===== config.mk =====
export PLATFORM = sky130hd
export DESIGN_NAME = mul_sequencer_flat
export DESIGN_NICKNAME = d
export VERILOG_FILES = /design/src/rtl/mul_sequencer_if.sv /design/src/rtl/mul_sequencer.sv /design/src/flat_wrapper.sv
export SDC_FILE = /design/constraint.sdc
export NUM_CORES = 1
export LEC_CHECK = 0
export ABC_AREA = 0
export CAP_MARGIN = 20
export CELL_PAD_IN_SITES_DETAIL_PLACEMENT = 0
export CELL_PAD_IN_SITES_GLOBAL_PLACEMENT = 1
export CORE_AREA = 2 2 126 128
export CTS_CLUSTER_SIZE = 14
export DETAILED_ROUTE_END_ITERATION = 16
export DIE_AREA = 0 0 128 130
export GPL_TIMING_DRIVEN = 0
export HOLD_SLACK_MARGIN = 0.15
export PLACE_DENSITY = 0.94
export RECOVER_POWER = 50
export SLEW_MARGIN = 25
export SYNTH_ARGS = -nofsm -noshare
export SYNTH_HDL_FRONTEND = slang
export SYNTH_SLANG_ARGS = --single-unit

===== constraint.sdc =====
create_clock -name Clock -period 8.27 [get_ports Clock]
set_input_delay 1.654 -clock Clock [delete_from_list [all_inputs] [get_ports Clock]]
set_output_delay 1.654 -clock Clock [all_outputs]
set_load 0.005 [all_outputs]

===== src/rtl/mul_sequencer_if.sv =====
// Start/operand/result bundle between the CPU pipeline and the multiply sequencer.
interface mul_sequencer_if;
  logic        iStart;
  logic [1:0]  iMode;
  logic [15:0] iA;
  logic [15:0] iB;
  logic        oBusy;
  logic        oStall;
  logic        oDone;
  logic        oError;
  logic [15:0] oResultLow;
  logic [15:0] oResultHigh;

  modport master (
    output iStart, iMode, iA, iB,
    input  oBusy, oStall, oDone, oError, oResultLow, oResultHigh
  );

  modport slave (
    input  iStart, iMode, iA, iB,
    output oBusy, oStall, oDone, oError, oResultLow, oResultHigh
  );
endinterface


===== src/rtl/mul_sequencer.sv =====
// Iterative shift-and-add multiplier: 4-bit, unsigned 16x16 and sign-magnitude 16x16,
// one multiplier bit per RUN cycle, sign fix-up in SIGN, one-cycle result pulse in DONE.
module mul_sequencer (
  input  logic            Clock,
  input  logic            Reset,
  mul_sequencer_if.slave  bus
);

  typedef enum logic [1:0] {IDLE, RUN, SIGN, DONE} state_e;
  typedef enum logic [1:0] {
    MODE_MUL4 = 2'b00,
    MODE_MUL2 = 2'b01,
    MODE_SMUL = 2'b10,
    MODE_RSVD = 2'b11
  } mode_e;

  state_e      state_q;
  mode_e       mode_q;
  logic        sign_q;
  logic [31:0] acc_q;
  logic [31:0] mcand_q;
  logic [15:0] mplier_q;
  logic [4:0]  count_q;
  logic        busy_q;
  logic        stall_q;
  logic        done_q;
  logic        err_q;
  logic [15:0] res_lo_q;
  logic [15:0] res_hi_q;

  logic [31:0] acc_d;
  logic [31:0] result_d;
  mode_e       mode_in;

  assign mode_in = mode_e'(bus.iMode);

  always_comb begin
    acc_d    = acc_q;
    if (mplier_q[0]) acc_d = acc_q + mcand_q;
    result_d = acc_q;
    // Magnitudes are 15 bits, so bit 30 of the product is free; sign suppressed for a zero product.
    if (mode_q == MODE_SMUL)
      result_d = {sign_q & (|acc_q[30:0]), acc_q[30:0]};
  end

  always_ff @(posedge Clock) begin
    if (!Reset) begin
      state_q  <= IDLE;
      mode_q   <= MODE_MUL4;
      sign_q   <= 1'b0;
      acc_q    <= '0;
      mcand_q  <= '0;
      mplier_q <= '0;
      count_q  <= '0;
      busy_q   <= 1'b0;
      stall_q  <= 1'b0;
      done_q   <= 1'b0;
      err_q    <= 1'b0;
      res_lo_q <= '0;
      res_hi_q <= '0;
    end else begin
      done_q <= 1'b0;
      err_q  <= 1'b0;
      case (state_q)
        IDLE: begin
          if (bus.iStart) begin
            mode_q <= mode_in;
            sign_q <= bus.iA[15] ^ bus.iB[15];
            acc_q  <= '0;
            case (mode_in)
              MODE_MUL4: begin
                mcand_q  <= {28'd0, bus.iA[3:0]};
                mplier_q <= {12'd0, bus.iB[3:0]};
                count_q  <= 5'd4;
              end
              MODE_MUL2: begin
                mcand_q  <= {16'd0, bus.iA};
                mplier_q <= bus.iB;
                count_q  <= 5'd16;
              end
              MODE_SMUL: begin
                mcand_q  <= {17'd0, bus.iA[14:0]};
                mplier_q <= {1'b0, bus.iB[14:0]};
                count_q  <= 5'd16;
              end
              default: begin
                mcand_q  <= '0;
                mplier_q <= '0;
                count_q  <= '0;
              end
            endcase
            busy_q <= 1'b1;
            if (mode_in == MODE_RSVD) begin
              state_q  <= DONE;
              stall_q  <= 1'b0;
              done_q   <= 1'b1;
              err_q    <= 1'b1;
              res_lo_q <= '0;
              res_hi_q <= '0;
            end else begin
              state_q <= RUN;
              stall_q <= 1'b1;
            end
          end
        end
        RUN: begin
          acc_q    <= acc_d;
          mcand_q  <= mcand_q << 1;
          mplier_q <= mplier_q >> 1;
          count_q  <= count_q - 5'd1;
          if (count_q == 5'd1) state_q <= SIGN;
        end
        SIGN: begin
          res_lo_q <= result_d[15:0];
          res_hi_q <= result_d[31:16];
          done_q   <= 1'b1;
          stall_q  <= 1'b0;
          state_q  <= DONE;
        end
        DONE: begin
          busy_q  <= 1'b0;
          stall_q <= 1'b0;
          state_q <= IDLE;
        end
        default: state_q <= IDLE;
      endcase
    end
  end

  assign bus.oBusy       = busy_q;
  assign bus.oStall      = stall_q;
  assign bus.oDone       = done_q;
  assign bus.oError      = err_q;
  assign bus.oResultLow  = res_lo_q;
  assign bus.oResultHigh = res_hi_q;

endmodule


===== src/flat_wrapper.sv =====
// flat-port wrapper written by rule: the top's interface ports become plain ports
module mul_sequencer_flat 
  (Clock, Reset, bus_iStart, bus_iMode, bus_iA, bus_iB, bus_oBusy, bus_oStall, bus_oDone, bus_oError, bus_oResultLow, bus_oResultHigh);
  mul_sequencer_if bus_i ();
  input  logic Clock;
  input  logic Reset;
  input wire logic [$bits(bus_i.iStart)-1:0] bus_iStart;
  input wire logic [$bits(bus_i.iMode)-1:0] bus_iMode;
  input wire logic [$bits(bus_i.iA)-1:0] bus_iA;
  input wire logic [$bits(bus_i.iB)-1:0] bus_iB;
  output wire logic [$bits(bus_i.oBusy)-1:0] bus_oBusy;
  output wire logic [$bits(bus_i.oStall)-1:0] bus_oStall;
  output wire logic [$bits(bus_i.oDone)-1:0] bus_oDone;
  output wire logic [$bits(bus_i.oError)-1:0] bus_oError;
  output wire logic [$bits(bus_i.oResultLow)-1:0] bus_oResultLow;
  output wire logic [$bits(bus_i.oResultHigh)-1:0] bus_oResultHigh;
  assign bus_i.iStart = bus_iStart;
  assign bus_i.iMode = bus_iMode;
  assign bus_i.iA = bus_iA;
  assign bus_i.iB = bus_iB;
  assign bus_oBusy = bus_i.oBusy;
  assign bus_oStall = bus_i.oStall;
  assign bus_oDone = bus_i.oDone;
  assign bus_oError = bus_i.oError;
  assign bus_oResultLow = bus_i.oResultLow;
  assign bus_oResultHigh = bus_i.oResultHigh;
  mul_sequencer u_core (.Clock(Clock), .Reset(Reset), .bus(bus_i));
endmodule

==> metrics.md, run 1 <==
| Metric | Value |
|---|---|
| # DRC | `0` |
| Syn. warnings | `0` |
| Share of layout cells above drive strength 1 | `4.67%` |
| Diodes inserted | `0` |
| Initial core utilization | `44.5%` |
| Comb pwr share | `31.2%` |
| Distinct cells, synth | `62` |
| Clock Tree Root | `clkbuf_16` |
| Fillers | `1434` |
| NetSw | `0.000762 W` |
| Cts bufs inserted | `17` |
| Clock network power share | `32.2%` |
| Reg2Reg Depth | `10` |
| Register area share after synthesis | `36.7%` |
| Least-Margin Pin Slew | `1380 ps` |
| Hold WS | `454 ps` |
| Final WL | `18800 um` |
| Rel. slew slack | `6.73%` |
| Synthesized Nets | `898` |
| Final setup viols | `0` |
| Die Height | `130 um` |
| CTS tree | `yes` |
| Largest net degree at the start of global routing | `17` |
| Hold Path Sink | `u_core.bus.oResultLow[7]` |
| Post-DRT Antenna Nets | `0` |
| P&R area growth vs syn | `21.7%` |
| WS Path Type | `primary input to register` |
| Die outline width | `128 um` |
| Vias in the first global route | `6074` |
| Final Hold Viols | `0` |
| Period minus WS final | `4450 ps` |
| Total track usage | `23.9%` |
| Hold Startpoint | `u_core.bus.oResultLow[7]` |
| Setup TNS | `0 ps` |
| FFs w/ async S/R, synth | `0%` |
| CTS H-tree depth | `4` |
| RSZ-0062 raised after global routing | `false` |
| DRT iter0 DRCs | `491` |
| CTS clk-pin slew, worst paths | `50 ps` |
| Pre-antenna DRT Iters | `5` |
| Reg2Reg Capture Point | `u_core.acc_q[22]` |
| Post-CTS sizing | `0` |
| Clock Latency Late Sink | `430 ps` |
| Core area | `15400 sq um` |
| Hold-fix buffers, CTS | `0` |
| Sw Ratio | `36.3%` |
| Die ar. | `16600 sq um` |
| Setup Skew | `5.97 ps` |
| Post-CTS Setup Bufs | `0` |
| Vias per inst | `5.74` |
| Syn avg cell area | `8.38 sq um` |
| # nets final | `989` |
| Synth Instances | `819` |
| Fin. max-slew vios | `0` |
| Final std cells w/o fill | `1112` |
| Synth Cell Area | `6870 sq um` |
| Clock sink count | `126` |
| RR Startpoint | `u_core.state_q[0]` |
| Max Fclk | `225 MHz` |
| # IOs | `73` |
| Worst-path maximum fanout | `10` |
| Initial antenna violation count | `0` |
| #FFs+latches synth | `126` |
| Total power | `0.00210 W` |
| Number of synthesized flops with an enable pin | `0` |
| Crit path DAT | `4740 ps` |
| VDD IR-drop max | `0.149 mV` |
| Sequential power share | `36.6%` |
| CTS max path bufs | `2` |
| Worst Setup End Kind | `register` |
| Worst Hold Path Cells | `2` |
| First-pass GRT wire length | `31200 um` |
| HPWL after detailed placement | `14200 um` |
| Status | `finished clean` |
| Cell-internal power | `0.00134 W` |
| Final period utilization | `53.8%` |
| DR WL/cell | `16.9 um` |
| Critical Path Source Type | `primary input` |
| Via count | `6379` |
| Max-capacitance violation count | `0` |
| Core Rows | `46` |
| # port buffers | `72` |
| Slack of the worst reg-to-reg path | `4630 ps` |
| Gr ovfl total | `0` |
| Main synth FF type | `dfxtp_1` |
| P_leak | `3.30 nW` |
| Placer Congestion | `0.948` |
| WP data required | `8560 ps` |
| Inst Count DP | `1083` |
| Cell area power density | `251 nW/um^2` |
| Tightest Hold Check Type | `register to register` |
## layer usage
| metal | GRT usage [%] | part of all wire [%] | up-vias |
|---|---|---|---|
| li1 | - | - | 3168 |
| met1 | 32.4 | 48 | 3006 |
| met2 | 38.0 | 45 | 173 |
| met3 | 4.72 | 4.6 | 32 |
| met4 | 8.34 | 2.0 | 0 |
| met5 | 0 | 0 | - |
## stage by stage
step	cell area, sq um	utilization, %	setup slack [ps]
final	8350	54.1	3820
after global routing	8350	54.1	3630
after CTS	8350	54.1	4330
after detailed placement	7830	50.7	3890
after global placement	7830	50.7	3920
after floorplan	6870	-	5250
## worst max-delay path by stage
stage	from	endpoint	slack, ps	cells past startpoint
global route	bus_iStart	u_core.acc_q[18]	3630	9
detailed placement	bus_iStart	u_core.acc_q[18]	3890	9
floorplan	bus_iStart	u_core.acc_q[31]	5250	6
global placement	bus_iStart	u_core.acc_q[26]	3920	9
finish	bus_iStart	u_core.acc_q[22]	3820	9
CTS	bus_iStart	u_core.acc_q[22]	4330	9
## area by class of cell
type	count	area, sq um	share of cell area [%]
plain buffers	55	215	2.58
multi-input cells	613	4040	48.4
well taps	192	240	2.88
flip-flops and latches	126	2520	30.2
clock inverters	8	70.1	0.839
clock buffers	21	450	5.39
repair buffers	72	721	8.63
inverters	25	93.8	1.12
## layout by cell type, fill, tap and decap left out, drive strengths merged, types with 15 or more instances in the layout
cell / n
dfxtp: 126
nor2b: 39
a221oi: 30
clkbuf: 74
a21oi: 41
nor2: 53
nand3: 42
a21boi: 38
o21ai: 43
inv: 25
ha: 41
dlygate4sd3: 38
clkdlybuf4s50: 34
a21o: 15
nor3b: 32
nand2: 85
a22oi: 32
## state kept, by name, indices dropped and copies added (netlist names)
name,flops
u_core.bus.oBusy,1
u_core.bus.oError,1
u_core.bus.oResultHigh,16
u_core.bus.oResultLow,16
u_core.sign_q,1
u_core.mode_q,2
u_core.acc_q,32
u_core.mcand_q,32
u_core.bus.oStall,1
u_core.state_q,2
u_core.bus.oDone,1
u_core.count_q,5
u_core.mplier_q,16
## cell usage after synthesis (all sizes together) (4+ instances only)
cell type | number | area share (%)
nand2 | 85 | 4.6
o21bai | 4 | 0.44
nand4 | 9 | 0.82
nor4 | 9 | 0.82
o21ai | 43 | 3.1
nor3 | 9 | 0.73
and3 | 7 | 0.71
a21oi | 41 | 3.0
xor2 | 13 | 1.7
ha | 41 | 7.5
and2 | 4 | 0.36
a21boi | 38 | 4.2
inv | 25 | 1.4
a21o | 15 | 1.7
nor3b | 32 | 3.5
a221oi | 30 | 3.8
a22oi | 32 | 3.5
nand3 | 42 | 3.1
nor2b | 39 | 3.6
dfxtp | 126 | 37
nor2 | 53 | 2.9
clkbuf | 53 | 2.9
mux2i | 4 | 0.58
xnor2 | 12 | 1.5
nand2b | 4 | 0.36
a31oi | 6 | 0.55
## power by group through the flow
stage               Clock (W)  Sequential (W)  Combinational [W]
floorplan                   0        0.000757           0.000469
global placement            0        0.000779           0.000642
detailed placement          0        0.000780           0.000649
CTS                  0.000685        0.000767           0.000651
global route         0.000711        0.000779           0.000733
finish               0.000676        0.000768           0.000655
## critical path, stage by stage
cell and delay, ps:
dlygate4sd3_1 610, nand2_1 180, o21ai_0 390, o21ai_0 750, and2_1 400, clkbuf_1 200
clkbuf_1 320, nand2_1 150, o21ai_0 80
## logic make-up (layout without fill, tap and decap cells)
family	count (synthesis)	count (layout)	share of synthesized area (%)
buf+inv	80	181	4.50
compound gates	240	240	24.6
mux	4	4	0.583
fa+ha+maj	42	42	7.76
flops	126	126	36.7
xor+xnor	25	25	3.19
simple gates	302	302	22.6
(Power assumes the default switching activity.)
==> run 2: changes to the inputs <==
--- a/config.mk
+++ b/config.mk
@@ -9,13 +9,13 @@
 export CAP_MARGIN = 20
 export CELL_PAD_IN_SITES_DETAIL_PLACEMENT = 0
 export CELL_PAD_IN_SITES_GLOBAL_PLACEMENT = 1
-export CORE_AREA = 2 2 126 128
+export CORE_AREA = 2 2 130 132
 export CTS_CLUSTER_SIZE = 14
 export DETAILED_ROUTE_END_ITERATION = 16
-export DIE_AREA = 0 0 128 130
+export DIE_AREA = 0 0 132 134
 export GPL_TIMING_DRIVEN = 0
 export HOLD_SLACK_MARGIN = 0.15
-export PLACE_DENSITY = 0.94
+export PLACE_DENSITY = 0.9
 export RECOVER_POWER = 50
 export SLEW_MARGIN = 25
 export SYNTH_ARGS = -nofsm -noshare
==> constraint.sdc (replaced) <==
create_clock -name Clock -period 4.5 [get_ports Clock]
set_input_delay 0.9 -clock Clock [delete_from_list [all_inputs] [get_ports Clock]]
set_output_delay 0.9 -clock Clock [all_outputs]
set_load 0.005 [all_outputs]
==> metrics.md, run 2 (synthesized netlist as in run 1, its figures left out) <==
| Metric | Value |
|---|---|
| Reg2Reg Capture Point | `u_core.acc_q[30]` |
| Max stage delay cell, worst path | `o21ai_1` |
| Cts bufs inserted | `17 (unchanged)` |
| CP Depth | `9 (unchanged)` |
| P&R area growth vs syn | `23.6%` |
| Clock Latency Late Sink | `430 ps (about the same)` |
| VDD IR-drop max | `0.310 mV (+110%)` |
| Pre-antenna DRT Iters | `5 (unchanged)` |
| Core area | `16300 sq um (+5.6%)` |
| HPWL after detailed placement | `14500 um (+2.4%)` |
| Initial antenna violation count | `0 (unchanged)` |
| Post-CTS sizing | `0 (unchanged)` |
| Wire length on met3 | `879 um (+2.6%)` |
| Hold-fix buffers, CTS | `0 (unchanged)` |
| Clock Tree Root | `clkbuf_16` |
| Reg2Reg Depth | `10 (unchanged)` |
| Cell area power density | `481 nW/um^2 (+92%)` |
| Post-CTS Setup Bufs | `0 (unchanged)` |
| Gr ovfl total | `0 (unchanged)` |
| Slack of the worst reg-to-reg path | `1040 ps (-3590 ps)` |
| Status | `finished clean` |
| Initial core utilization | `42.1% (-2.4 points)` |
| Final std cells w/o fill | `1143 (+2.8%)` |
| Final period utilization | `77.6%` |
| Max Fclk | `286 MHz` |
| Tightest Hold Check Type | `register to register` |
| Crit path DAT | `3840 ps (-900 ps)` |
| Die Height | `134 um (+3.1%)` |
| Crit path cell chain | `clkdlybuf4s50_1, nand2_1, o21ai_0, o21ai_1, and2_1, clkbuf_1, clkbuf_1, nand2_1, o21ai_0` |
| Final Hold Viols | `0 (unchanged)` |
| Final instance area | `8490 sq um (+1.6%)` |
| Total track usage | `22.7% (-1.2 points)` |
| Placed cell area | `7860 sq um (+0.45%)` |
| Critical path buffer and inverter count | `3 (unchanged)` |
| RR Startpoint | `u_core.acc_q[0]` |
| # port buffers | `72 (unchanged)` |
| # IOs | `73 (unchanged)` |
| DRT iter0 DRCs | `535 (+9.0%)` |
| Via count | `6478 (+1.6%)` |
| Largest registers | `u_core.acc_q: 32 flops, u_core.mcand_q: 32 flops` |
| CTS tree | `yes` |
| Die outline width | `132 um (+3.1%)` |
| Hold WS | `454 ps (-0.504 ps)` |
| Die ar. | `17700 sq um (+6.3%)` |
| # nets final | `989 (unchanged)` |
| Clock sink count | `126 (unchanged)` |
| Max-capacitance violation count | `0 (unchanged)` |
| CP startpoint | `bus_iStart` |
| CTS H-tree depth | `4 (unchanged)` |
| Max incr delay on CP | `590 ps (-160 ps)` |
| Util after Layout | `52.1% (-2.0 points)` |
| Commonest non-fill, non-tap cells in the layout | `126 x dfxtp_1, 85 x nand2_1, 56 x clkbuf_1` |
| WS Path Type | `primary input to register` |
| Worst-path maximum fanout | `10 (unchanged)` |
| Share of layout cells above drive strength 1 | `4.88% (+0.20 points)` |
| CTS max path bufs | `2 (unchanged)` |
| M1 WL | `9220 um (+1.2%)` |
| Vias per inst | `5.67 (-1.2%)` |
| Period minus WS final | `3490 ps` |
| Post-DRT Antenna Nets | `0 (unchanged)` |
| Placer Congestion | `0.938 (-1.0%)` |
| Fin. max-slew vios | `0 (unchanged)` |
| Worst Hold Path Cells | `2 (unchanged)` |
| Setup TNS | `0 ps (unchanged)` |
| Least-Margin Pin Slew | `1250 ps (-136 ps)` |
| Setup Skew | `7.32 ps (+1.35 ps)` |
| Critical Path Source Type | `primary input` |
| Met2 routed WL | `8880 um (+4.9%)` |
| Diodes inserted | `0 (unchanged)` |
| Rel. slew slack | `15.9% (+9.2 points)` |
| Final WL | `19400 um (+3.3%)` |
| Kind of cell adding the most delay to the critical path | `buffers and inverters` |
| Commonest non-fill, non-tap cell in the layout | `dfxtp_1` |
| CTS clk-pin slew, worst paths | `50 ps (about the same)` |
| RSZ-0062 raised after global routing | `false` |
| Inst Count DP | `1111 (+2.6%)` |
| Setup crit end | `u_core.acc_q[21]` |
| Worst Setup End Kind | `register` |
| Top routing layer in use | `met4` |
| WP data required | `4850 ps (-3710 ps)` |
| Final setup viols | `0 (unchanged)` |
| DR WL/cell | `17.0 um (+0.50%)` |
| # DRC | `0 (unchanged)` |
| Largest net degree at the start of global routing | `17 (unchanged)` |
| P_leak | `3.34 nW (+1.2%)` |
| Vias in the first global route | `6177 (+1.7%)` |
| Core Rows | `47 (+2.2%)` |
| First-pass GRT wire length | `31800 um (+2.0%)` |
[run 2: worst min-delay path by stage]
stage | endpoint | startpoint
finish | u_core.bus.oResultLow[8] | u_core.bus.oResultLow[8]
global route | u_core.bus.oResultLow[8] | u_core.bus.oResultLow[8]
CTS | u_core.bus.oResultHigh[1] | u_core.bus.oResultHigh[1]
detailed placement | u_core.bus.oResultHigh[1] | u_core.bus.oResultHigh[1]
global placement | u_core.bus.oResultLow[7] | u_core.bus.oResultLow[7]
floorplan | u_core.mode_q[1] | u_core.mode_q[1]
[run 2: power by group]
| group | internal (W) | switching [W] | total, W |
|---|---|---|---|
| Combinational | 0.000420 | 0.000796 | 0.00122 |
| Clock | 0.000954 | 0.000502 | 0.00146 |
| Sequential | 0.00128 | 0.000132 | 0.00141 |
| Total | 0.00266 | 0.00143 | 0.00409 |
[run 2: metrics by stage]
| step | setup slack [ps] | power (W) |
|---|---|---|
| floorplan | 1820 | 0.00225 |
| global placement | 815 | 0.00262 |
| detailed placement | 773 | 0.00264 |
| CTS | 1080 | 0.00409 |
| global route | 750 | 0.00433 |
| finish | 1010 | 0.00409 |
[run 2: final cells by class]
cell class | instances | area (sq um)
buffer | 55 | 215
clock inverter | 10 | 161
sequential | 126 | 2520
timing repair buffer | 72 | 721
inverter | 25 | 93.8
multi-input combinational | 613 | 4030
clock buffer | 22 | 464
fill | 1576 | 7800
tap | 220 | 275
[run 2: per-layer routing]
| metal | vias up | track usage [%] |
|---|---|---|
| li1 | 3170 | - |
| met1 | 3103 | 30.2 |
| met2 | 173 | 36.4 |
| met3 | 32 | 4.54 |
| met4 | 0 | 8.33 |
| met5 | - | 0 |
[run 2: tightest hold or removal path, stage by stage, from the launching register on]
cell and delay, ps:
dfxtp_1 300, nand2_1 40, a21boi_0 60
==> run 3: changes to the inputs <==
==> constraint.sdc (replaced) <==
create_clock -name Clock -period 3.3 [get_ports Clock]
set_input_delay 0.66 -clock Clock [delete_from_list [all_inputs] [get_ports Clock]]
set_output_delay 0.66 -clock Clock [all_outputs]
set_load 0.005 [all_outputs]
==> metrics.md, run 3 (synthesized netlist as in run 1, its figures left out) <==
| Metric | Value |
|---|---|
| Reg area | `2520 sq um (unchanged)` |
| P&R area growth vs syn | `24.2%` |
| Initial antenna violation count | `0 (unchanged)` |
| Commonest non-fill, non-tap cells in the layout | `126 x dfxtp_1, 85 x nand2_1, 56 x clkbuf_1` |
| Max Fclk | `318 MHz` |
| Status | `finished clean` |
| Reg2Reg Depth | `10 (unchanged)` |
| Cts bufs inserted | `17 (unchanged)` |
| Worst-path maximum fanout | `4 (-6)` |
| Hold WS | `454 ps (-0.0500 ps)` |
| Worst Setup End Kind | `register` |
| Routing usage on met1 | `30.3% (+0.047 points)` |
| Core area | `16300 sq um (unchanged)` |
| Final Hold Viols | `0 (unchanged)` |
| Max-capacitance violation count | `0 (unchanged)` |
| Clock sink count | `126 (unchanged)` |
| Via count | `6481 (+0.046%)` |
| Critical Path Source Type | `register` |
| Post-DRT Antenna Nets | `0 (unchanged)` |
| Die ar. | `17700 sq um (unchanged)` |
| DRT iter0 DRCs | `576 (+7.7%)` |
| WS Path Type | `register to register` |
| Cell area power density | `655 nW/um^2 (+36%)` |
| Final setup viols | `0 (unchanged)` |
| Crit path DAT | `3510 ps (-330 ps)` |
| CTS H-tree depth | `4 (unchanged)` |
| Area of the multi-input gates | `4070 sq um (+0.96%)` |
| Inst Count DP | `1111 (unchanged)` |
| CTS clk-pin slew, worst paths | `60 ps (about the same)` |
| Met2 Use GR | `36.4% (unchanged)` |
| Die Height | `134 um (unchanged)` |
| VDD IR-drop max | `0.423 mV (+37%)` |
| Util after Layout | `52.3% (+0.24 points)` |
| # port buffers | `72 (unchanged)` |
| CTS tree | `yes` |
| Setup Skew | `7.28 ps (-0.0418 ps)` |
| Vias in the first global route | `6182 (+0.081%)` |
| Clock Tree Root | `clkbuf_16` |
| P_leak | `3.35 nW (+0.24%)` |
| Final std cells w/o fill | `1143 (unchanged)` |
| Clock Latency Late Sink | `430 ps (about the same)` |
| Max stage delay cell, worst path | `or4_1` |
| HPWL after detailed placement | `14500 um (unchanged)` |
| Critical path buffer and inverter count | `1 (-2)` |
| Kind of cell adding the most delay to the critical path | `compound AO/OA/AOI/OAI gates` |
| Setup TNS | `0 ps (unchanged)` |
| Largest registers | `u_core.acc_q: 32 flops, u_core.mcand_q: 32 flops` |
| Fillers | `1573 (-0.19%)` |
| Share of layout cells above drive strength 1 | `5.31% (+0.43 points)` |
| Final WL | `19500 um (+0.29%)` |
| CP Depth | `10 (+1)` |
| Die outline width | `132 um (unchanged)` |
| Fin. max-slew vios | `0 (unchanged)` |
| Core Rows | `47 (unchanged)` |
| First-pass GRT wire length | `31800 um (about the same)` |
| Commonest non-fill, non-tap cell in the layout | `dfxtp_1` |
| # IOs | `73 (unchanged)` |
| Final period utilization | `95.1%` |
| Tightest Hold Check Type | `register to register` |
| Vias per inst | `5.67 (about the same)` |
| Pre-antenna DRT Iters | `5 (unchanged)` |
| Gr ovfl total | `0 (unchanged)` |
| Diodes inserted | `0 (unchanged)` |
| CTS max path bufs | `2 (unchanged)` |
| Met3 Track Usage GR | `4.54% (unchanged)` |
| Total power | `0.00558 W (+37%)` |
| Initial core utilization | `42.1% (unchanged)` |
| # DRC | `0 (unchanged)` |
| Worst Hold Path Cells | `2 (unchanged)` |
| Max incr delay on CP | `510 ps (-80 ps)` |
| Least-Margin Pin Slew | `1240 ps (-13.1 ps)` |
| Period minus WS final | `3140 ps` |
| Gr busiest metal | `met2` |
| # nets final | `989 (unchanged)` |
| DR WL/cell | `17.1 um (+0.29%)` |
| WP data required | `3670 ps (-1180 ps)` |
| Crit path cell chain | `ha_1, inv_1, fa_1, nand2b_1, a21oi_4, a41oi_1, a2111oi_4, o311ai_1, or4_1, nand3_1` |
| RSZ-0062 raised after global routing | `false` |
| Rel. slew slack | `16.8% (+0.89 points)` |
| Placer Congestion | `0.938 (unchanged)` |
| Largest net degree at the start of global routing | `17 (unchanged)` |
| Total track usage | `22.7% (about the same)` |
run 3: cell type report:
cell class              count  area share, %
plain buffers              55           2.52
clock buffers              22           5.44
clock inverters            10           1.89
inverters                  25           1.10
multi-input cells         613           47.8
flip-flops and latches    126           29.6
well taps                 220           3.23
repair buffers             72           8.45
run 3: where the power goes:
group          internal (W)  total (W)  switching, W
clock network       0.00130    0.00199      0.000686
logic              0.000575    0.00167       0.00110
registers           0.00175    0.00193      0.000179
run 3: worst reg2reg max path, stage by stage, from the launching register on:
cell	delay (ps)
dfxtp_1	430
ha_1	240
inv_1	70
fa_1	370
nand2b_1	220
a21oi_4	230
a41oi_1	240
a2111oi_4	440
o311ai_1	240
or4_1	510
nand3_1	80
run 3: timing repair:
action / 4_1_cts / 5_1_grt
setup endpoints to repair: 1 / 13
hold buffers: 0 / 0
gates cloned: 0 / 0
pin swaps: 0 / 1
buffers inserted: 0 / 0
gates resized for setup: 1 / 5
run 3: through the flow:
stage,cell area (sq um),worst slack [ps]
after global routing,8530,27.5
after global placement,7860,-145
after CTS,8490,7.80
final,8530,160
after floorplan,6870,621
after detailed placement,7860,-187
run 3: layer usage:
metal	vias to the layer above	part of all wire [%]
met5	-	0
met4	0	2.5
met3	38	5.2
met2	199	45
met1	3078	47
li1	3166	-
run 3: worst paths after layout:
| kind | to | slack, ps | start |
|---|---|---|---|
| setup / recovery | u_core.acc_q[30] | 160 | u_core.acc_q[0] |
| hold / removal | u_core.bus.oResultLow[8] | 450 | u_core.bus.oResultLow[8] |
| setup reg to reg | u_core.acc_q[30] | 160 | u_core.acc_q[0] |
| hold reg to reg | u_core.bus.oResultLow[8] | 450 | u_core.bus.oResultLow[8] |
